===== src/rtl/seq_pkg.sv =====
// Shared definitions for the serial pattern generator and its detector.
// Holds the FSM state encoding, the 0011_1000 marker pattern and the idle line level.
package seq_pkg;

  typedef enum logic [2:0] {
    IDLE  = 3'd0,
    SHIFT = 3'd1,
    PAR   = 3'd2,
    GAP   = 3'd3,
    DONE  = 3'd4
  } seq_state_t;

  // Plain vector copies of the state encoding for code that keeps state in logic vectors.
  localparam logic [2:0] ST_IDLE  = IDLE;
  localparam logic [2:0] ST_SHIFT = SHIFT;
  localparam logic [2:0] ST_PAR   = PAR;
  localparam logic [2:0] ST_GAP   = GAP;
  localparam logic [2:0] ST_DONE  = DONE;

  localparam logic [7:0] PAT_38   = 8'b0011_1000;
  localparam logic       SEQ_IDLE = 1'b1;

endpackage


===== src/rtl/seq_gen_38.sv =====
// Serial pattern generator: sends an 8-bit pattern (default marker or a user
// pattern) MSB first on dout, repeated rep times, each frame followed by an idle gap.
// Optional build macro SEQ_GEN_PARITY_EN appends one even-parity bit per frame.
// Outputs are flops loaded from next-state values, so each output already
// reflects the state that is entered at the same edge.
module seq_gen_38
  import seq_pkg::*;
#(
  parameter int               WIDTH       = 8,
  parameter logic [WIDTH-1:0] DEFAULT_PAT = PAT_38,
  parameter int               GAP_LEN     = 1,
  parameter int               REP_W       = 4
) (
  input  logic             clk,
  input  logic             rst_n,
  input  logic             start,
  input  logic             use_dflt,
  input  logic [WIDTH-1:0] pat_in,
  input  logic [REP_W-1:0] rep,
  output logic             dout,
  output logic             busy,
  output logic             done,
  output logic             frame_end,
  output logic [2:0]       state
);

  localparam int               BW       = (WIDTH > 1) ? $clog2(WIDTH) : 1;
  localparam logic [BW-1:0]    BIT_LAST = BW'(WIDTH - 1);
  localparam logic [3:0]       GAP_LAST = 4'(GAP_LEN - 1);
  localparam logic [REP_W-1:0] REP_ONE  = REP_W'(1);

  logic [2:0]       state_q, state_d;
  logic [WIDTH-1:0] sr_q, sr_d;
  logic [WIDTH-1:0] pat_q, pat_d;
  logic [REP_W-1:0] rep_cnt_q, rep_cnt_d;
  logic [BW-1:0]    bit_cnt_q, bit_cnt_d;
  logic [3:0]       gap_cnt_q, gap_cnt_d;
  logic             dout_q, dout_d;
  logic             busy_q, busy_d;
  logic             done_q, done_d;
  logic             frame_end_q, frame_end_d;

  // Next-state logic: FSM transitions plus shift register and counter updates.
  always_comb begin
    state_d   = state_q;
    sr_d      = sr_q;
    pat_d     = pat_q;
    rep_cnt_d = rep_cnt_q;
    bit_cnt_d = bit_cnt_q;
    gap_cnt_d = gap_cnt_q;
    case (state_q)
      ST_IDLE: begin
        if (start) begin
          // Latch the pattern once; later pat_in/rep changes must not disturb the run.
          pat_d     = use_dflt ? DEFAULT_PAT : pat_in;
          sr_d      = use_dflt ? DEFAULT_PAT : pat_in;
          rep_cnt_d = (rep == '0) ? REP_ONE : rep;
          bit_cnt_d = BIT_LAST;
          state_d   = ST_SHIFT;
        end
      end
      ST_SHIFT: begin
        sr_d = {sr_q[WIDTH-2:0], 1'b0};
        if (bit_cnt_q == '0) begin
`ifdef SEQ_GEN_PARITY_EN
          state_d   = ST_PAR;
`else
          state_d   = ST_GAP;
          gap_cnt_d = GAP_LAST;
`endif
        end else begin
          bit_cnt_d = bit_cnt_q - 1'b1;
        end
      end
`ifdef SEQ_GEN_PARITY_EN
      ST_PAR: begin
        state_d   = ST_GAP;
        gap_cnt_d = GAP_LAST;
      end
`endif
      ST_GAP: begin
        if (gap_cnt_q == '0) begin
          rep_cnt_d = rep_cnt_q - 1'b1;
          // A count of one before the decrement means this was the last frame.
          if (rep_cnt_q != REP_ONE) begin
            sr_d      = pat_q;
            bit_cnt_d = BIT_LAST;
            state_d   = ST_SHIFT;
          end else begin
            state_d   = ST_DONE;
          end
        end else begin
          gap_cnt_d = gap_cnt_q - 1'b1;
        end
      end
      ST_DONE: state_d = ST_IDLE;
      default: state_d = ST_IDLE;
    endcase
  end

  // Output decode from the next state, registered below alongside the state.
  always_comb begin
    dout_d      = SEQ_IDLE;
    busy_d      = 1'b0;
    done_d      = 1'b0;
    frame_end_d = 1'b0;
    case (state_d)
      ST_SHIFT: begin
        dout_d = sr_d[WIDTH-1];
        busy_d = 1'b1;
`ifndef SEQ_GEN_PARITY_EN
        frame_end_d = (bit_cnt_d == '0);
`endif
      end
`ifdef SEQ_GEN_PARITY_EN
      ST_PAR: begin
        dout_d      = ^pat_d;
        busy_d      = 1'b1;
        frame_end_d = 1'b1;
      end
`endif
      ST_GAP:  busy_d = 1'b1;
      ST_DONE: done_d = 1'b1;
      default: dout_d = SEQ_IDLE;
    endcase
  end

  // State, datapath and output registers; reset aborts any frame immediately.
  always_ff @(posedge clk or negedge rst_n) begin
    if (!rst_n) begin
      state_q     <= ST_IDLE;
      sr_q        <= '0;
      pat_q       <= '0;
      rep_cnt_q   <= '0;
      bit_cnt_q   <= '0;
      gap_cnt_q   <= '0;
      dout_q      <= SEQ_IDLE;
      busy_q      <= 1'b0;
      done_q      <= 1'b0;
      frame_end_q <= 1'b0;
    end else begin
      state_q     <= state_d;
      sr_q        <= sr_d;
      pat_q       <= pat_d;
      rep_cnt_q   <= rep_cnt_d;
      bit_cnt_q   <= bit_cnt_d;
      gap_cnt_q   <= gap_cnt_d;
      dout_q      <= dout_d;
      busy_q      <= busy_d;
      done_q      <= done_d;
      frame_end_q <= frame_end_d;
    end
  end

  assign dout      = dout_q;
  assign busy      = busy_q;
  assign done      = done_q;
  assign frame_end = frame_end_q;
  assign state     = state_q;

endmodule


===== config.mk =====
export PLATFORM = sky130hd
export DESIGN_NAME = seq_gen_38
export DESIGN_NICKNAME = d
export VERILOG_FILES = /design/src/rtl/seq_pkg.sv /design/src/rtl/seq_gen_38.sv
export SDC_FILE = /design/constraint.sdc
export NUM_CORES = 1
export LEC_CHECK = 0
export CAP_MARGIN = 20
export CORE_UTILIZATION = 38
export CTS_CLUSTER_DIAMETER = 80
export DETAILED_ROUTE_END_ITERATION = 10
export MAX_ROUTING_LAYER = met4
export PLACE_DENSITY = 0.56
export SKIP_CTS_REPAIR_TIMING = 1
export SYNTH_ARGS = -nofsm -noshare
export SYNTH_HDL_FRONTEND = slang
export SYNTH_SLANG_ARGS = --single-unit

===== constraint.sdc =====
create_clock -name clk -period 2.8 [get_ports clk]
set_input_delay 0.42 -clock clk [delete_from_list [all_inputs] [get_ports clk]]
set_output_delay 0.42 -clock clk [all_outputs]
set_load 0.05 [all_outputs]

==> impl_summary.log, run 1 <==
[metrics] die height: 70.0 microns
[metrics] synthesis-stage register bit count: 34
[metrics] area used by sequential logic in the layout: 852 sq um
[metrics] detailed-route wire length: 3610 microns
[metrics] top-count cell post-synth: sky130_fd_sc_hd__dfrtp_1
[metrics] effective utilization at floorplan: between 40% and 50%
[metrics] clock latency on the worst-skew pair: 0.28 ns
[metrics] cell type with the largest total area after synthesis: sky130_fd_sc_hd__dfrtp_1
[metrics] critical path, cell by cell: clkdlybuf4s50_1
[metrics] arrival time of the worst setup path: about 1.7 ns
[metrics] commonest register cell after synthesis: sky130_fd_sc_hd__dfrtp_1
[metrics] post-synthesis mux area share: 0.641%
[metrics] worst path bufs/invs: 1
[metrics] Net Count, Synth: about 180
[metrics] Final Max Slew Viols: 0
[metrics] final setup fails: 0
[metrics] Layout Nets: 206
[metrics] post-layout util: a little under half
[metrics] Synth async-reset ratio: 100%
[metrics] leading post-synthesis cells by cell area: sky130_fd_sc_hd__dfrtp_1, sky130_fd_sc_hd__a22o_1, sky130_fd_sc_hd__ha_1, sky130_fd_sc_hd__a221o_1, sky130_fd_sc_hd__a21o_1
[metrics] via count of the first global-routing pass: between 1,000 and 1,500
[metrics] leakage power figure: 0.000978 uW
[metrics] placement row count: 24
[metrics] setup TNS after final layout: 0 ns
[metrics] endpoint kind of the worst setup timing path: output port
[metrics] setup ws final: 0.667 ns
[metrics] maximum number of pins on one net before global-route repair: 35
[metrics] IO Count: 23
[metrics] power per cell area: 1020 nW/um^2
[metrics] Root Driver: sky130_fd_sc_hd__clkbuf_8
[metrics] Setup Skew: 0.00661 ns
[metrics] final weighted congestion in routability-driven placement: slightly above 0.9
[metrics] RSZ-0062 raised after global routing: no
[metrics] drt first-iter violations: 70
[metrics] number of maximum-capacitance violations: 0
[metrics] post-route cell area: roughly 2100 sq um
[metrics] number of instances in the synthesized netlist: 162
[metrics] result of the run: finished, final reports clean
[metrics] wire length of the first global-routing pass: 6040 microns
[metrics] number of unique standard cell types used by synthesis: between 40 and 50
[metrics] clock sink total: 34
[metrics] area after detailed placement: around 2000 sq um
[metrics] final hold violations: 0
[metrics] core box area: 4380 sq um
[metrics] family of cells with the greatest summed delay on the critical path: buffers and inverters
[metrics] clock transition at the register clock pins on the worst setup and hold paths after CTS: 0.07 ns
[metrics] Total Routing Usage GR: between 15 and 20%
[metrics] final clock period utilization by the worst path: 76.2%
[metrics] Hold/Removal Path Class: reg2reg
[metrics] per-cell routed wire length: approximately 15 microns
[metrics] detailed-placement wirelength estimate: 2530 microns
[metrics] EDFF count, synth: 0
[metrics] vias: 1,312
[metrics] DIE AREA: 4900 sq um
[metrics] Slowest Stage Delay on Critical Path: just under 0.9 ns
[metrics] count of filler cells inserted in the layout: 409
[metrics] time the worst path needs with I/O delays and setup: between 2 and 2.5 ns
[metrics] post-synthesis simple-gate area fraction: 19.6%
[metrics] power after layout: 2130 uW
[metrics] TritonCTS clock tree: done
[metrics] width of the chip: 70.0 microns
[metrics] fraction of synthesized cell area taken by the top area cell type: about 47%
[metrics] global route total overflow: 0
[metrics] antenna violations before repair: 0
[metrics] area added between synthesis and finish: 19.0%
[metrics] path type of the worst setup path: reg2out
[metrics] H-Tree Level Count: 2
[metrics] Synth Area in Compound Gates: 20.5%
[metrics] via/cell ratio: 5.54
[metrics] worst-case register-to-register setup slack: 0.71 ns
[metrics] maximum count of clock buffers along a single path: 2
[metrics] Antenna Diode Count: 0
[metrics] slew at the pin closest to its max-slew limit: 0.590 ns
[metrics] worst slack at placement: 0.617 ns
[metrics] worst slew margin relative to its limit: 60.5%
[metrics] DRT Pass-1 Iters: 4
[metrics] TritonCTS Buffers: 5
[metrics] number of design rule violations left after detail routing: 0
[metrics] data required time at the worst endpoint: 2.38 ns
[metrics] largest family of logic cells by synthesized area: compound AO/OA/AOI/OAI gates
[metrics] startpoint class of the critical path: register
[metrics] xor-xnor portion of the synthesized cell area: less than 1%
[metrics] Multi-input gate area: approximately 800 sq um
[metrics] proportion of layout cells with a drive suffix above 1: 9.73%
[metrics] Max IR drop VDD: 0.449 mV
[metrics] post-synthesis average cell area: 10.8 sq um
[metrics] count of port buffers added during placement: 22
[metrics] number of antenna-violating nets in the routed design: 0
[metrics] maximum fanout encountered on the critical timing path: 13
[metrics] mapped cell area: between 1500 and 2000 sq um
[metrics] fmax: about 470 MHz
[metrics] share of synthesized cell area in full adder, half adder and majority cells: 4.28%
[metrics] register area share after synthesis: 48.5%
[metrics] most frequent cells after synthesis: sky130_fd_sc_hd__dfrtp_1, sky130_fd_sc_hd__nor2_1, sky130_fd_sc_hd__a22o_1
[metrics] number of warnings printed during yosys synthesis: 0
[metrics] slowest library cell on the worst path: sky130_fd_sc_hd__clkdlybuf4s50_1
-- power breakdown --
group / leakage, uW / switching [uW] / total, uW / internal [uW]
Combinational: 0.000498 / 490 / 874 / 384
Sequential: 0.000428 / 141 / 820 / 679
Clock: 0.0000524 / 169 / 435 / 266
-- worst paths after layout --
check / startpoint / end / depth (start not counted)
worst min-delay path: pat_q[0] / pat_q[0] / 1
worst min register to register: pat_q[0] / pat_q[0] / 1
worst max-delay path: state[0] / state[0] / 1
max in group asynchronous: rst_n / dout / 2
worst max register to register: state[0] / sr_q[0] / 4
min in group asynchronous: rst_n / gap_cnt_q[1] / 2
-- flip-flops by register name (all words and copies together), names as in the netlist --
name / flops
pat_q: 8
sr_q: 8
gap_cnt_q: 4
rep_cnt_q: 4
bit_cnt_q: 3
state: 3
busy: 1
done: 1
dout: 1
frame_end: 1
-- worst reg2reg max path, stage by stage (launching register included) --
cell                      delay, ns
sky130_fd_sc_hd__dfrtp_1       0.56
sky130_fd_sc_hd__and3b_1       0.53
sky130_fd_sc_hd__and3_4        0.37
sky130_fd_sc_hd__nor2_1        0.17
sky130_fd_sc_hd__a221o_1       0.34
-- placed cells by master (no fill, tap or decap), types with 3 or more instances in the layout --
| cell | netlist | layout |
|---|---|---|
| sky130_fd_sc_hd__nor3b_1 | 4 | 4 |
| sky130_fd_sc_hd__nand2b_1 | 3 | 3 |
| sky130_fd_sc_hd__inv_1 | 8 | 8 |
| sky130_fd_sc_hd__clkdlybuf4s50_1 | 0 | 22 |
| sky130_fd_sc_hd__ha_1 | 6 | 6 |
| sky130_fd_sc_hd__nand3_1 | 6 | 6 |
| sky130_fd_sc_hd__clkbuf_8 | 0 | 5 |
| sky130_fd_sc_hd__nor3_1 | 7 | 7 |
| sky130_fd_sc_hd__nor2_1 | 14 | 14 |
| sky130_fd_sc_hd__o21ai_0 | 8 | 8 |
| sky130_fd_sc_hd__a21o_1 | 8 | 8 |
| sky130_fd_sc_hd__a21oi_1 | 5 | 5 |
| sky130_fd_sc_hd__dfrtp_1 | 33 | 33 |
| sky130_fd_sc_hd__a22o_1 | 9 | 9 |
| sky130_fd_sc_hd__nand2_1 | 6 | 6 |
| sky130_fd_sc_hd__a221o_1 | 7 | 7 |
-- per-stage QoR --
step	std cells	hold slack, ns
after CTS	237	0.491
after global routing	237	0.506
final	237	0.484
after global placement	229	0.465
after floorplan	162	0.124
after detailed placement	229	0.475
-- logic make-up after synthesis --
logic type	Yosys count
and+or+nand+nor	56
AOI/OAI and AO/OA	47
DFF	34
buffers and inverters	16
adders and majority gates	6
xor gates and xnor gates	2
muxes	1
-- metal layers --
layer	global-route usage [%]	part of all wire, %
met3	4.47	5.3
met1	23.0	48
met4	6.89	1.0
met2	22.5	45
met5	-	0
-- final cells by class --
type,count,area share (%)
flip-flops and latches,34,40.8
multi-input cells,112,38.6
repair buffers,23,10.9
clock buffers,7,3.65
well taps,52,3.12
clock inverters,1,1.44
inverters,8,1.44
Note: power is estimated with default switching activity, not from simulation.
==> run 2, diff against run 1 <==
Clock period 2.8 ns to 2.15 ns, I/O delays scaled along.
==> run 2 against run 1 <==
- power increased by 30%
- worst hold slack got worse by 0.046 ns
- clock power increased by 13%
- clock skew about the same
- count of clock-buffer cells in the layout decreased by 1
- via count increased by 1.3%
- combinational power increased by 38%
- sequential share of layout area decreased by 0.65 points
- global-route usage increased by 0.24 points
- highest routed layer unchanged
- flip-flop and latch count unchanged
- sequential power increased by 30%
- first-iteration DRC count decreased by 11%
- largest cell class unchanged
==> impl_summary.log, run 2 (same netlist as run 1, synthesis figures left out) <==
[metrics] count of port buffers added during placement: 22
[metrics] Total Routing Usage GR: around 17%
[metrics] most frequent cells in the layout: sky130_fd_sc_hd__dfrtp_1, sky130_fd_sc_hd__clkdlybuf4s50_1, sky130_fd_sc_hd__nor2_1, sky130_fd_sc_hd__a22o_1
[metrics] worst path bufs/invs: 1
[metrics] beginning of the worst register-to-register path: gap_cnt_q[0]
[metrics] final clock period utilization by the worst path: 95.2%
[metrics] die height: 70.0 microns
[metrics] proportion of layout cells with a drive suffix above 1: around 14%
[metrics] Regs by FF count: pat_q x8, sr_q x8
[metrics] final hold violations: 0
[metrics] result of the run: finished, final reports clean
[metrics] post-route cell area: 2120 sq um
[metrics] final cell count without fillers: 243
[metrics] worst slew margin relative to its limit: 67.2%
[metrics] met3 track utilization from global routing: 5.05%
[metrics] global route total overflow: 0
[metrics] leakage power figure: ~0.001 uW
[metrics] clock transition at the register clock pins on the worst setup and hold paths after CTS: about 0.07 ns
[metrics] Layout Nets: 212
[metrics] global-route met2 utilization: a little under a quarter
[metrics] time the worst path needs with I/O delays and setup: 2.05 ns
[metrics] area after detailed placement: slightly above 2000 sq um
[metrics] detailed-route wire length: 3670 microns
[metrics] data required time at the worst endpoint: 1.83 ns
[metrics] power per cell area: 1310 nW/um^2
[metrics] RSZ-0062 raised after global routing: no
[metrics] IO Count: 23
[metrics] setup ws final: between 0.1 and 0.15 ns
[metrics] final weighted congestion in routability-driven placement: 0.830
[metrics] setup TNS after final layout: 0 ns
[metrics] effective utilization at floorplan: between 40% and 50%
[metrics] family of cells with the greatest summed delay on the critical path: buffers and inverters
[metrics] via/cell ratio: 5.47
[metrics] dpl cells: 235
[metrics] Antenna Diode Count: 0
[metrics] detailed-placement wirelength estimate: 2660 microns
[metrics] Slowest Stage Delay on Critical Path: between 0.8 and 0.9 ns
[metrics] core box area: roughly 4400 sq um
[metrics] vias: 1,329
[metrics] area added between synthesis and finish: 20.9%
[metrics] post-layout util: 48.4%
[metrics] slew at the pin closest to its max-slew limit: 0.491 ns
[metrics] H-Tree Level Count: 2
[metrics] DRT Pass-1 Iters: 4
[metrics] placement row count: 24
[metrics] number of maximum-capacitance violations: 0
[metrics] critical path, cell by cell: clkdlybuf4s50_1
[metrics] slowest library cell on the worst path: sky130_fd_sc_hd__clkdlybuf4s50_1
[metrics] Hold/Removal Path Class: in2async
[metrics] clock sink total: 34
[metrics] routing layer with the top usage in global route: met2
[metrics] number of design rule violations left after detail routing: 0
[metrics] antenna violations before repair: 0
[metrics] leading cell type in the layout, fill and taps excluded: sky130_fd_sc_hd__dfrtp_1
[metrics] Worst setup startpoint: state[0]
[metrics] startpoint class of the critical path: register
[metrics] fmax: 489 MHz
[metrics] TritonCTS Buffers: 5
[metrics] maximum number of pins on one net before global-route repair: 35
[metrics] via count of the first global-routing pass: 1,313
[metrics] TritonCTS clock tree: done
[metrics] worst slack at placement: 0.0641 ns
[metrics] Root Driver: sky130_fd_sc_hd__clkbuf_8
[metrics] path type of the worst setup path: reg2out
[metrics] drt first-iter violations: 62
[metrics] width of the chip: 70.0 microns
[metrics] met1 usage: 22.1%
[metrics] per-cell routed wire length: about 15 microns
[metrics] maximum fanout encountered on the critical timing path: 13
[metrics] endpoint kind of the worst setup timing path: output port
[metrics] arrival time of the worst setup path: 1.72 ns
[metrics] final setup fails: 0
[metrics] Max IR drop VDD: about 0.48 mV
[metrics] DIE AREA: 4900 sq um
[metrics] number of antenna-violating nets in the routed design: 0
[metrics] Setup Skew: 0.00686 ns
[metrics] wire length of the first global-routing pass: 6150 microns
[metrics] clock latency on the worst-skew pair: 0.28 ns
[metrics] Final Max Slew Viols: 0
[metrics] maximum count of clock buffers along a single path: 2
-- run 2: cell types whose count changed in the layout (fill, tap and decap cells not counted) --
cell                         previous run  this run
sky130_fd_sc_hd__bufinv_16              1         0
sky130_fd_sc_hd__buf_4                  1         7
sky130_fd_sc_hd__clkbuf_8               5         6
sky130_fd_sc_hd__clkinvlp_4             0         1
sky130_fd_sc_hd__clkinv_2               0         1
sky130_fd_sc_hd__clkbuf_1               2         0
-- run 2: final cells by class --
type | instances | area (sq um)
fill | 383 | 2260
sequential | 34 | 852
multi-input combinational | 112 | 807
timing repair buffer | 29 | 273
clock buffer | 6 | 82.6
tap | 52 | 65.1
inverter | 8 | 30.0
clock inverter | 2 | 12.5
-- run 2: worst paths after layout --
path	slack [ns]	cells past startpoint	end
worst max-delay path	0.10	1	state[0]
worst min-delay path	0.44	2	done
worst max register to register	0.17	7	sr_q[2]
worst min register to register	0.49	1	sr_q[4]
max in group asynchronous	1.37	2	dout
min in group clk	0.49	1	sr_q[4]
-- run 2: layer usage --
metal	vias up	part of all wire [%]
li1	646	-
met1	643	50
met2	32	44
met3	8	3.7
met4	0	2.2
met5	-	0
-- run 2: through the flow --
stage          hold slack (ns)  total power (uW)
2_1_floorplan           0.0269              1930
3_3_place_gp             0.461              2250
3_5_place_dp             0.468              2300
4_1_cts                  0.455              2800
5_1_grt                  0.479              2970
6_report                 0.438              2770
-- run 2: report_power, final --
group / switching [uW] / total, uW / leakage [uW] / internal (uW)
sequential: 184 / 1070 / 0.000428 / 883
clock: 235 / 492 / 0.0000472 / 257
combinational: 648 / 1210 / 0.000527 / 566
total: 1070 / 2770 / 0.00100 / 1710
==> run 3, diff against run 2 <==
==> constraint.sdc (replaced) <==
create_clock -name clk -period 1.9 [get_ports clk]
set_input_delay 0.475 -clock clk [delete_from_list [all_inputs] [get_ports clk]]
set_output_delay 0.475 -clock clk [all_outputs]
set_load 0.05 [all_outputs]
==> run 3 against run 2 <==
- clock skew increased by 0.0015 ns
- highest routed layer unchanged
- combinational power increased by 27%
- flip-flop and latch count unchanged
- critical path type is now reg2reg
- critical endpoint is now sr_q[3]
- clock power increased by 9.8%
==> impl_summary.log, run 3 (same netlist as run 1, synthesis figures left out) <==
[metrics] number of design rule violations left after detail routing: 0
[metrics] Slowest Stage Delay on Critical Path: slightly below 0.4 ns
[metrics] Multi-input gate area: 827 sq um
[metrics] Max IR drop VDD: 0.508 mV
[metrics] number of antenna-violating nets in the routed design: 0
[metrics] via/cell ratio: 5.36
[metrics] startpoint class of the critical path: register
[metrics] internal cell power: 2060 uW
[metrics] DIE AREA: roughly 4900 sq um
[metrics] count of port buffers added during placement: 22
[metrics] met3 track utilization from global routing: 3.46%
[metrics] core box area: between 4000 and 5000 sq um
[metrics] clock latency on the worst-skew pair: 0.28 ns
[metrics] Sequential Power Share: between 30% and 40%
[metrics] vias: about 1,400
[metrics] proportion of layout cells with a drive suffix above 1: 25.5%
[metrics] post-route cell area: around 2200 sq um
[metrics] area used by sequential logic in the layout: 856 sq um
[metrics] area after detailed placement: roughly 2100 sq um
[metrics] Antenna Diode Count: 0
[metrics] dpl cells: 247
[metrics] final cell count without fillers: roughly 260
[metrics] placement row count: 24
[metrics] drt first-iter violations: ~90
[metrics] final setup fails: 0
[metrics] Final Max Slew Viols: 0
[metrics] Hold/Removal Path Class: reg2reg
[metrics] wire length of the first global-routing pass: between 6000 and 7000 microns
[metrics] Clock power frac: about 16%
[metrics] power per cell area: 1470 nW/um^2
[metrics] arrival time of the worst setup path: 2.03 ns
[metrics] maximum fanout encountered on the critical timing path: 6
[metrics] TritonCTS Buffers: 5
[metrics] clock sink total: 34
[metrics] number of maximum-capacitance violations: 0
[metrics] worst slew margin relative to its limit: 70.5%
[metrics] effective utilization at floorplan: between 40% and 50%
[metrics] Total Routing Usage GR: between 10% and 20%
[metrics] switching power share of the total: 37.5%
[metrics] global-route met2 utilization: around 28%
[metrics] worst slack at placement: -0.228 ns
[metrics] H-Tree Level Count: 2
[metrics] antenna violations before repair: 0
[metrics] Regs by FF count: pat_q x8, sr_q x8
[metrics] setup TNS after final layout: 0 ns
[metrics] Setup Skew: roughly 0.0084 ns
[metrics] Root Driver: sky130_fd_sc_hd__clkbuf_8
[metrics] detailed-route wire length: 3880 microns
[metrics] setup ws final: 0.0397 ns
[metrics] final hold violations: 0
[metrics] final weighted congestion in routability-driven placement: 0.854
[metrics] maximum count of clock buffers along a single path: 2
[metrics] per-cell routed wire length: 15.1 microns
[metrics] leakage power figure: 0.00107 uW
[metrics] data required time at the worst endpoint: 2.07 ns
[metrics] width of the chip: 70.0 microns
[metrics] final clock period utilization by the worst path: 97.9%
[metrics] IO Count: 23
[metrics] combinational group share of total power: 46.8%
[metrics] slew at the pin closest to its max-slew limit: 0.442 ns
[metrics] critical path, cell by cell: inv_2 -> ha_4 -> or3b_4 -> and3_4 -> buf_12 -> a221o_1 -> a21o_1
[metrics] met1 usage: 24.1%
[metrics] die height: 70.0 microns
[metrics] DRT Pass-1 Iters: 4
[metrics] Layout Nets: 225
[metrics] routing layer with the top usage in global route: met2
[metrics] endpoint kind of the worst setup timing path: register
[metrics] path type of the worst setup path: reg2reg
[metrics] maximum number of pins on one net before global-route repair: 35
[metrics] fmax: 538 MHz
[metrics] area added between synthesis and finish: 27.3%
[metrics] most frequent cells in the layout: sky130_fd_sc_hd__dfrtp_1, sky130_fd_sc_hd__buf_4, sky130_fd_sc_hd__clkdlybuf4s50_1, sky130_fd_sc_hd__nor2_1, sky130_fd_sc_hd__a22o_1
[metrics] global route total overflow: 0
[metrics] result of the run: finished, final reports clean
[metrics] leading cell type in the layout, fill and taps excluded: sky130_fd_sc_hd__dfrtp_1
[metrics] TritonCTS clock tree: done
[metrics] time the worst path needs with I/O delays and setup: 1.86 ns
[metrics] count of filler cells inserted in the layout: 392
[metrics] slowest library cell on the worst path: sky130_fd_sc_hd__dfrtp_1
[metrics] clock transition at the register clock pins on the worst setup and hold paths after CTS: 0.06 ns
[metrics] detailed-placement wirelength estimate: between 2000 and 3000 microns
[metrics] power dissipated by switching net loads: 1230 uW
[metrics] via count of the first global-routing pass: around 1,500
-- run 3: cell types whose count changed in the layout (fill, tap and decap cells not counted), sizes merged --
| cell | previous run | this run |
|---|---|---|
| clkbuf | 6 | 7 |
| clkinvlp | 1 | 0 |
| clkdlybuf4s50 | 22 | 15 |
| buf | 7 | 27 |
-- run 3: final timing paths --
kind | from | to | slack, ns | depth (start not counted)
worst max-delay path | rep_cnt_q[1] | sr_q[3] | 0.04 | 7
max in group asynchronous | rst_n | dout | 0.94 | 2
worst min register to register | pat_q[3] | pat_q[3] | 0.48 | 1
min in group asynchronous | rst_n | gap_cnt_q[0] | 0.60 | 2
worst min-delay path | pat_q[3] | pat_q[3] | 0.48 | 1
worst max register to register | rep_cnt_q[1] | sr_q[3] | 0.04 | 7
-- run 3: power by group through the flow --
stage,Clock [uW],Sequential [uW],Combinational [uW]
2_1_floorplan,0,1260,926
3_3_place_gp,0,1210,1470
3_5_place_dp,0,1210,1500
4_1_cts,562,1200,1510
5_1_grt,601,1250,1710
6_report,540,1210,1540
-- run 3: cell type report --
type / instances / share of cell area (%)
clock inverter: 1 / 0.224
tap: 52 / 2.91
multi-input combinational: 112 / 37.0
timing repair buffer: 42 / 16.3
inverter: 8 / 1.34
clock buffer: 7 / 3.86
sequential: 34 / 38.3
-- run 3: worst max-delay path: cells and delay by family (launching register included) --
family	cells	cell delay, ns
AOI/OAI and AO/OA	2	0.49
adders and majority gates	1	0.12
buffers and inverters	2	0.21
DFF	1	0.39
and+or+nand+nor	2	0.55
-- run 3: through the flow --
stage	hold WS (ns)	power, uW	utilization [%]
2_1_floorplan	0.179	2180	-
3_3_place_gp	0.460	2670	48.3
3_5_place_dp	0.470	2710	48.3
4_1_cts	0.486	3270	50.3
5_1_grt	0.510	3550	51.0
6_report	0.482	3290	51.0
-- run 3: per-layer routing --
layer	vias up	share of wire [%]
li1	671	-
met1	671	47
met2	29	49
met3	2	3.5
met4	0	0.44
met5	-	0
